File: config.mk
export PLATFORM = sky130hd
export DESIGN_NAME = pipe_ctrl_unit
export DESIGN_NICKNAME = d
export VERILOG_FILES = /design/src/rtl/ctrl_pkg.sv /design/src/rtl/ctrl_decoder.sv /design/src/rtl/pipe_ctrl_unit.sv
export SDC_FILE = /design/constraint.sdc
export NUM_CORES = 1
export LEC_CHECK = 0
export BUFFER_PORTS_ARGS = -buffer_cell sky130_fd_sc_hd__buf_4
export CAP_MARGIN = 20
export CORE_UTILIZATION = 37
export DETAILED_ROUTE_END_ITERATION = 12
export PLACE_DENSITY_LB_ADDON = 0.25
export SKIP_LAST_GASP = 1
export SYNTH_ARGS = -nofsm -noshare
export SYNTH_HDL_FRONTEND = slang
export SYNTH_SLANG_ARGS = --single-unit
File: constraint.sdc
create_clock -name clk_i -period 5.3 [get_ports clk_i]
set_clock_uncertainty 0.2 [all_clocks]
set_input_delay 0 -clock clk_i [delete_from_list [all_inputs] [get_ports clk_i]]
set_output_delay 0 -clock clk_i [all_outputs]
set_load 0.01 [all_outputs]
File: src/rtl/ctrl_pkg.sv
// Shared opcode and ALU-op constants plus the control bundles carried down the pipe.
package ctrl_pkg;
  localparam int OP_W  = 6;
  localparam int REG_W = 5;
  localparam int ALU_W = 3;

  localparam logic [OP_W-1:0] OP_R    = 6'b000000;
  localparam logic [OP_W-1:0] OP_ADDI = 6'b001000;
  localparam logic [OP_W-1:0] OP_LW   = 6'b100011;
  localparam logic [OP_W-1:0] OP_SW   = 6'b101011;
  localparam logic [OP_W-1:0] OP_BEQ  = 6'b000100;
  localparam logic [OP_W-1:0] OP_J    = 6'b000010;
  localparam logic [OP_W-1:0] OP_ANDI = 6'b001100;
  localparam logic [OP_W-1:0] OP_ORI  = 6'b001101;
  localparam logic [OP_W-1:0] OP_BNE  = 6'b000101;

  localparam logic [ALU_W-1:0] ALU_ADD = 3'd0;
  localparam logic [ALU_W-1:0] ALU_SUB = 3'd1;
  localparam logic [ALU_W-1:0] ALU_R   = 3'd2;
  localparam logic [ALU_W-1:0] ALU_AND = 3'd3;
  localparam logic [ALU_W-1:0] ALU_OR  = 3'd4;

  typedef struct packed {
    logic             reg_write;
    logic             mem_to_reg;
    logic             mem_read;
    logic             mem_write;
    logic             alu_src;
    logic             reg_dst;
    logic [ALU_W-1:0] alu_op;
    logic             branch;
    logic             branch_ne;
    logic             jump;
  } ctrl_t;

  typedef struct packed {
    logic             alu_src;
    logic             reg_dst;
    logic [ALU_W-1:0] alu_op;
    logic             mem_read;
    logic             mem_write;
    logic             reg_write;
    logic             mem_to_reg;
    logic [REG_W-1:0] rt;
  } idex_t;

  typedef struct packed {
    logic mem_read;
    logic mem_write;
    logic reg_write;
    logic mem_to_reg;
  } exmem_t;

  typedef struct packed {
    logic reg_write;
    logic mem_to_reg;
  } memwb_t;
endpackage

File: src/rtl/ctrl_decoder.sv
// Combinational opcode decoder; EXT_OPS enables andi/ori/bne.
module ctrl_decoder
  import ctrl_pkg::*;
#(
  parameter int EXT_OPS = 0
) (
  input  logic [OP_W-1:0] op_i,
  output ctrl_t           ctrl_o,
  output logic            illegal_o
);
  always_comb begin
    ctrl_o    = '0;
    illegal_o = 1'b0;
    case (op_i)
      OP_R: begin
        ctrl_o.reg_write = 1'b1;
        ctrl_o.reg_dst   = 1'b1;
        ctrl_o.alu_op    = ALU_R;
      end
      OP_ADDI: begin
        ctrl_o.reg_write = 1'b1;
        ctrl_o.alu_src   = 1'b1;
        ctrl_o.alu_op    = ALU_ADD;
      end
      OP_LW: begin
        ctrl_o.reg_write  = 1'b1;
        ctrl_o.mem_to_reg = 1'b1;
        ctrl_o.mem_read   = 1'b1;
        ctrl_o.alu_src    = 1'b1;
        ctrl_o.alu_op     = ALU_ADD;
      end
      OP_SW: begin
        ctrl_o.mem_write = 1'b1;
        ctrl_o.alu_src   = 1'b1;
        ctrl_o.alu_op    = ALU_ADD;
      end
      OP_BEQ: begin
        ctrl_o.branch = 1'b1;
        ctrl_o.alu_op = ALU_SUB;
      end
      OP_J: ctrl_o.jump = 1'b1;
      OP_ANDI: begin
        if (EXT_OPS != 0) begin
          ctrl_o.reg_write = 1'b1;
          ctrl_o.alu_src   = 1'b1;
          ctrl_o.alu_op    = ALU_AND;
        end else begin
          illegal_o = 1'b1;
        end
      end
      OP_ORI: begin
        if (EXT_OPS != 0) begin
          ctrl_o.reg_write = 1'b1;
          ctrl_o.alu_src   = 1'b1;
          ctrl_o.alu_op    = ALU_OR;
        end else begin
          illegal_o = 1'b1;
        end
      end
      OP_BNE: begin
        if (EXT_OPS != 0) begin
          ctrl_o.branch    = 1'b1;
          ctrl_o.branch_ne = 1'b1;
          ctrl_o.alu_op    = ALU_SUB;
        end else begin
          illegal_o = 1'b1;
        end
      end
      default: illegal_o = 1'b1;
    endcase
  end
endmodule

File: src/rtl/pipe_ctrl_unit.sv
// Pipeline control: decode in ID, carry controls through ID/EX, EX/MEM, MEM/WB,
// with load-use stall, freeze and flush handling.
module pipe_ctrl_unit
  import ctrl_pkg::*;
#(
  parameter int EXT_OPS = 0,
  localparam int ALUOP_W = (EXT_OPS != 0) ? 3 : 2
) (
  input  logic               clk_i,
  input  logic               rst_n_i,
  input  logic [OP_W-1:0]    Op_i,
  input  logic [REG_W-1:0]   RsID_i,
  input  logic [REG_W-1:0]   RtID_i,
  input  logic               Flush_i,
  input  logic               Freeze_i,
  output logic               PCWrite_o,
  output logic               IFIDWrite_o,
  output logic               IFIDFlush_o,
  output logic               Branch_o,
  output logic               BranchNe_o,
  output logic               Jump_o,
  output logic               ALUSrc_o,
  output logic               RegDst_o,
  output logic [ALUOP_W-1:0] ALUOp_o,
  output logic               MemRead_o,
  output logic               MemWrite_o,
  output logic               RegWrite_o,
  output logic               MemtoReg_o,
  output logic               Illegal_o
);
  ctrl_t  id_ctrl;
  idex_t  idex_q, idex_d;
  exmem_t exmem_q, exmem_d;
  memwb_t memwb_q, memwb_d;
  logic   hazard;
  logic   stall;
  logic   unused_alu_hi;

  ctrl_decoder #(.EXT_OPS(EXT_OPS)) u_dec (
    .op_i      (Op_i),
    .ctrl_o    (id_ctrl),
    .illegal_o (Illegal_o)
  );

  assign hazard = idex_q.mem_read && (idex_q.rt != '0) &&
                  ((idex_q.rt == RsID_i) || (idex_q.rt == RtID_i));
  assign stall  = hazard || Freeze_i;

  // Reset forces the fetch enables high so the first cycle out of reset advances.
  assign PCWrite_o   = !rst_n_i || !stall;
  assign IFIDWrite_o = !rst_n_i || !stall;
  assign IFIDFlush_o = Flush_i && !stall;
  assign Branch_o    = id_ctrl.branch && !stall;
  assign BranchNe_o  = id_ctrl.branch_ne && !stall;
  assign Jump_o      = id_ctrl.jump && !stall;

  always_comb begin
    idex_d  = idex_q;
    exmem_d = exmem_q;
    memwb_d = memwb_q;
    if (!Freeze_i) begin
      memwb_d.reg_write  = exmem_q.reg_write;
      memwb_d.mem_to_reg = exmem_q.mem_to_reg;
      exmem_d.mem_read   = idex_q.mem_read;
      exmem_d.mem_write  = idex_q.mem_write;
      exmem_d.reg_write  = idex_q.reg_write;
      exmem_d.mem_to_reg = idex_q.mem_to_reg;
      if (hazard) begin
        idex_d = '0;
      end else begin
        idex_d.alu_src    = id_ctrl.alu_src;
        idex_d.reg_dst    = id_ctrl.reg_dst;
        idex_d.alu_op     = id_ctrl.alu_op;
        idex_d.mem_read   = id_ctrl.mem_read;
        idex_d.mem_write  = id_ctrl.mem_write;
        idex_d.reg_write  = id_ctrl.reg_write;
        idex_d.mem_to_reg = id_ctrl.mem_to_reg;
        idex_d.rt         = RtID_i;
      end
    end
  end

  always_ff @(posedge clk_i or negedge rst_n_i) begin
    if (!rst_n_i) begin
      idex_q  <= '0;
      exmem_q <= '0;
      memwb_q <= '0;
    end else begin
      idex_q  <= idex_d;
      exmem_q <= exmem_d;
      memwb_q <= memwb_d;
    end
  end

  assign ALUSrc_o      = idex_q.alu_src;
  assign RegDst_o      = idex_q.reg_dst;
  assign ALUOp_o       = idex_q.alu_op[ALUOP_W-1:0];
  assign MemRead_o     = exmem_q.mem_read;
  assign MemWrite_o    = exmem_q.mem_write;
  assign RegWrite_o    = memwb_q.reg_write;
  assign MemtoReg_o    = memwb_q.mem_to_reg;
  assign unused_alu_hi = idex_q.alu_op[ALU_W-1];
endmodule

Word level (Yosys, flattened, before mapping)
Cells that the tools add are included.

Output and inout bits: 15. Word-level logic and storage cells: 46. Flip-flop bits (word level): 19. Input port bits: 20.

Reductions and logical operators: 15. Mux-type cells: 10. Equal/unequal tests: 7.

Operators with widths (number): $mux W14 (1); $eq A6 B6 Y1 const B (2); $eq A5 B5 Y1 (2); $mux W1 (7); $eq A6 B2 Y1 const B (1); $eq A6 B3 Y1 const B (1); $eq A6 B4 Y1 const B (1); $logic_not A6 Y1 (1); $reduce_or A3 Y1 (2); $reduce_or A6 Y1 (1); $logic_and A1 B1 Y1 (5); $reduce_bool A5 Y1 (1); $pmux W2 S2 (1); $logic_or A1 B1 Y1 (3); $logic_not A1 Y1 (2); $mux W2 (1).

Longest topological paths before layout
Depth after elaboration: 6. Mapped depth: 5. Depth with buffers taken out: 4.

Cells and area by module
From an unflattened synthesis, not the netlist that was laid out.

Cell total of the unflattened synthesis: 116. Area, all modules: 1265.0 um^2.

By module, submodules not included: pipe_ctrl_unit (area an instance 1041.0 um^2, cells an instance 87, sequential area each 475.5 um^2, instances 1); ctrl_decoder (area an instance 224.0 um^2, cells an instance 29, sequential area each 0.0 um^2, instances 1).

Least setup slack after synthesis
OpenSTA, ideal clock, no wires.

Path type: register -> output. Start: register idex_q[1] in the netlist's numbering. End: output PCWrite_o. Buffers on the path: 1. Cell stages (with the launch flop): 5. Arrival: 1.659 ns. Setup slack: 3.441 ns. Required time: 5.100 ns. Path through: dfrtp_1 > or4_4 > o21a_4 > a31oi_1 > buf_4.

Cells in the longest elaborated chain, start to end: 6. Elaborated cells between the ends (all ways): 9. Classes of those cells: eq/ne: 2; reduce/logical: 7.

RTL lines: start: declaration (line pipe_ctrl_unit.sv:32) `idex_t idex_q, idex_d;`; start signal: assignment (line pipe_ctrl_unit.sv:89) `idex_q <= idex_d;`; $eq A5 B5 Y1 / $reduce_bool A5 Y1 (equally long branches) (line pipe_ctrl_unit.sv:46, pipe_ctrl_unit.sv:45); $logic_or A1 B1 Y1 / $logic_and A1 B1 Y1 (equally long branches) (line pipe_ctrl_unit.sv:46, pipe_ctrl_unit.sv:45); $logic_and A1 B1 Y1 * (line pipe_ctrl_unit.sv:45) `assign hazard = idex_q.mem_read && (idex_q.rt != '0) &&`; $logic_or A1 B1 Y1 * (line pipe_ctrl_unit.sv:47) `assign stall = hazard || Freeze_i;`; $logic_not A1 Y1 *; $logic_or A1 B1 Y1 *; end: declaration (line pipe_ctrl_unit.sv:16) `output logic PCWrite_o,`.

Mark *: on every way between the ends. The rest lies on a longest branch, timed or not.

Worst setup path in the final report
Start: input Op_i[5]. End: register idex_q[8] in the netlist's numbering.

Cells in the longest elaborated chain, start to end: 3.

RTL lines: start: declaration (line pipe_ctrl_unit.sv:11) `input logic [OP_W-1:0] Op_i,`; $eq A6 B6 Y1 (line ctrl_decoder.sv:14) `case (op_i)`; $mux W2 (line ctrl_decoder.sv:14); $mux W14 (line pipe_ctrl_unit.sv:68) `if (hazard) begin`.

Every way passes these cells. A chain may end at the register's enable or synchronous reset.

==> flow_summary.ini <==
[yosys]
syn_nets = 118
yosysSeqAreaShare_pct = 40.35
yosysUniqueCellTypes = 32
netlist_instances = 98
ys.flop_type = dfrtp_1
synth_edf_count = 0
ys_warn_count = 0
syn_area_per_cell_sq_um = 10.12
syn_area_sq_um = 992.2
async_flop_share_pct = 100.0
synth-seq-cells = 16

[cells_and_area]
diodes = 0
area_delta_synth_final_pct = 50.19
final_util_pct = 59.61
nNetsFinal = 174
drive_above_1_share_pct = 32.24

[critical_path]
path_class = input pin to flop
worst_path_most_repeated_cell = dlygate4sd3_1
arrival_ps = 2850
worstPathMaxFanout = 5
cp-end-kind = flop
crit_buf_inv = 5
cp.depth = 9
slowest_delay_ps = 600
critPathLaunchType = input pin
cpLargestDelayFamily = buffers and inverters
reg2regPathDepth = 6
slowest_stage = dlygate4sd3_1
cp.required_ps = 5320
timing.rr.start = idex_q[0]
rrSetupSlack_ps = 2810
reg2reg_to = idex_q[8]
cp_cell_sequence = dlygate4sd3_1 > buf_4 > nand3_1 > nor2_1 > dlygate4sd3_1 > nand2_1 > dlygate4sd3_1 > o21ai_0 > dlygate4sd3_1
critPathLaunch = Op_i[5]
crit_end = idex_q[8]

[global_routing]
overflow = 0
grt_max_degree = 23
antenna_found_initial = 0
grt_pass1_wl_microns = 3608
gr-usage-all-layers_pct = 17.52
grt_pass1_vias = 902

[route]
routed_wirelength_microns = 2388
drcViolationCount = 0
wl_met3_microns = 103
dr_total_vias = 943
wl_met1_microns = 1032
drt_pass1_iterations = 4
dr.max_layer_used = met4
drt-initial-drc-count = 7
ant_nets = 0
vias_per_cell = 5.181
wire_per_inst_microns = 13.12
wl_met2_microns = 1230

[clocking]
clock_latency_ps = 270
path_clk_slew_ps = 90
cts_tree = yes
htreeDepth = 1
cts_sinks = 16
post_cts_buffers = 0
numCtsBuffers = 3
cts.path.max_buffers = 2
root_buffer = clkbuf_4

[die]
die-area_sq_um = 2893
num_io_pins = 35
rows = 18
die_w_microns = 53.79
start_util_pct = 39.69
die_h_microns = 53.79
core_area_sq_um = 2500

[sta]
finalSetupViolations = 0
max_freq_ghz = 0.3533
fin_setup_tns_ps = 0
tightest_slew_ps = 787.8
slew_headroom_pct = 47.08
final_hold_viol_count = 0
maxSlewViolCount = 0
finalCriticalPeriod_ps = 2830
finalCritPeriodShare_pct = 53.40
grt_setup_unrepaired = false

[power_and_ir_drop]
ir_drop_uv = 142.2
power_density_nw_per_um2 = 185.7
leakagePower_nw = 0.6941

[hold_path]
hp-start = Op_i[1]
hold_path.class = input pin to flop

[placement]
dp_hpwl_microns = 1544
gp_routability_congestion = 0.7480
port-buffer-count = 33

[run_status]
status = completed

[run]
drv_cap = 0
timing repair:
action,in CTS,in global routing
hold endpoints to repair,32,0
hold buffers,24,0
resized for setup,0,0
report_power, final:
| part | internal (mW) | switching [mW] | leakage, nW | total, mW |
|---|---|---|---|---|
| Sequential | 0.129 | 0.00849 | 0.210 | 0.138 |
| Combinational | 0.0459 | 0.0326 | 0.470 | 0.0785 |
| Clock | 0.0263 | 0.0340 | 0.0138 | 0.0603 |
| Total | 0.202 | 0.0751 | 0.694 | 0.277 |
synth_stat cells (2+ instances only):
master	number	share of area, %
o21ai_1	2	1.0
mux2i_1	5	5.0
nor3_1	2	1.0
a32oi_1	3	2.6
o21ai_2	2	1.8
dfrtp_1	16	40
nor2_1	4	1.5
o21bai_2	2	2.3
o21ai_0	3	1.5
mux2_2	5	5.7
nand2b_1	2	1.3
buf_6	2	2.3
nand2_1	8	3.0
xnor2_1	10	8.8
a21oi_1	8	4.0
nand3_1	5	2.5
buf_4	4	3.0
layout by cell type (no fill, tap or decap), types with 2 or more instances in the layout:
cell and instances:
buf_4 34, dlygate4sd3_1 24, dfrtp_1 16, xnor2_1 10, nand2_1 8, a21oi_1 8
nand3_1 5, mux2i_1 5, mux2_2 5, nor2_1 4, a32oi_1 3, o21ai_0 3
clkbuf_4 3, nor3_1 2, nand2b_1 2, o21ai_2 2, o21ai_1 2, o21bai_2 2
registers in the layout (all words and copies together) (netlist names):
name        cells
idex_q          8
RegDst_o        1
MemRead_o       1
ALUOp_o         1
RegWrite_o      1
ALUSrc_o        1
MemtoReg_o      1
exmem_q         1
MemWrite_o      1
worst min path at each step:
| stage | endpoint | slack, ps | depth (start not counted) |
|---|---|---|---|
| 2_1_floorplan | ALUOp_o[0] | -500 | 0 |
| 3_3_place_gp | idex_q[4] | -320 | 1 |
| 3_5_place_dp | exmem_q[1] | -320 | 1 |
| 4_1_cts | idex_q[6] | 10 | 5 |
| 5_1_grt | idex_q[7] | 60 | 4 |
| 6_report | idex_q[6] | 20 | 5 |
layout make-up:
cell class | instances | area [sq um]
multi-input combinational | 75 | 534.3
tap | 30 | 37.54
sequential | 16 | 400.4
timing repair buffer | 58 | 495.5
clock buffer | 3 | 22.52
fill | 221 | 1010
per-layer routing:
metal / up-vias / GRT usage [%]
met4: 0 / 7.456
met3: 2 / 2.542
met2: 25 / 32.30
li1: 467 / -
met1: 449 / 19.72
met5: - / 0
tightest hold or removal path: cells and delay by family:
kind            cells  cell delay, ps
buf+inv             1             130
compound gates      2             160
simple gates        2             170
logic make-up (layout without fill, tap and decap cells):
group / count (synthesis) / count (layout) / share of synthesized area, %
AO/OA/AOI/OAI: 27 / 27 / 19.30
AND/OR/NAND/NOR: 26 / 26 / 13.62
flip-flops: 16 / 16 / 40.35
XOR/XNOR: 10 / 10 / 8.827
multiplexers: 10 / 10 / 10.72
buffers and inverters: 7 / 61 / 5.800
adder cells (fa/ha/maj): 1 / 1 / 1.009
other: 1 / 1 / 0.3779
per-stage QoR:
step / total power, mW / setup WS, ps / hold WS (ps) / cells / cell area (sq um)
final: 0.2767 / 2470 / 24.93 / 182 / 1490
after global routing: 0.2918 / 2352 / 62.46 / 182 / 1490
after CTS: 0.2792 / 2483 / 13.77 / 181 / 1483
after detailed placement: 0.2028 / 2985 / -318.9 / 154 / 1220
after global placement: 0.2013 / 3095 / -322.9 / 154 / 1220
after floorplan: 0.1772 / 3441 / -495.6 / 98 / 992.2
No activity file was read; power rests on OpenSTA's default activity.
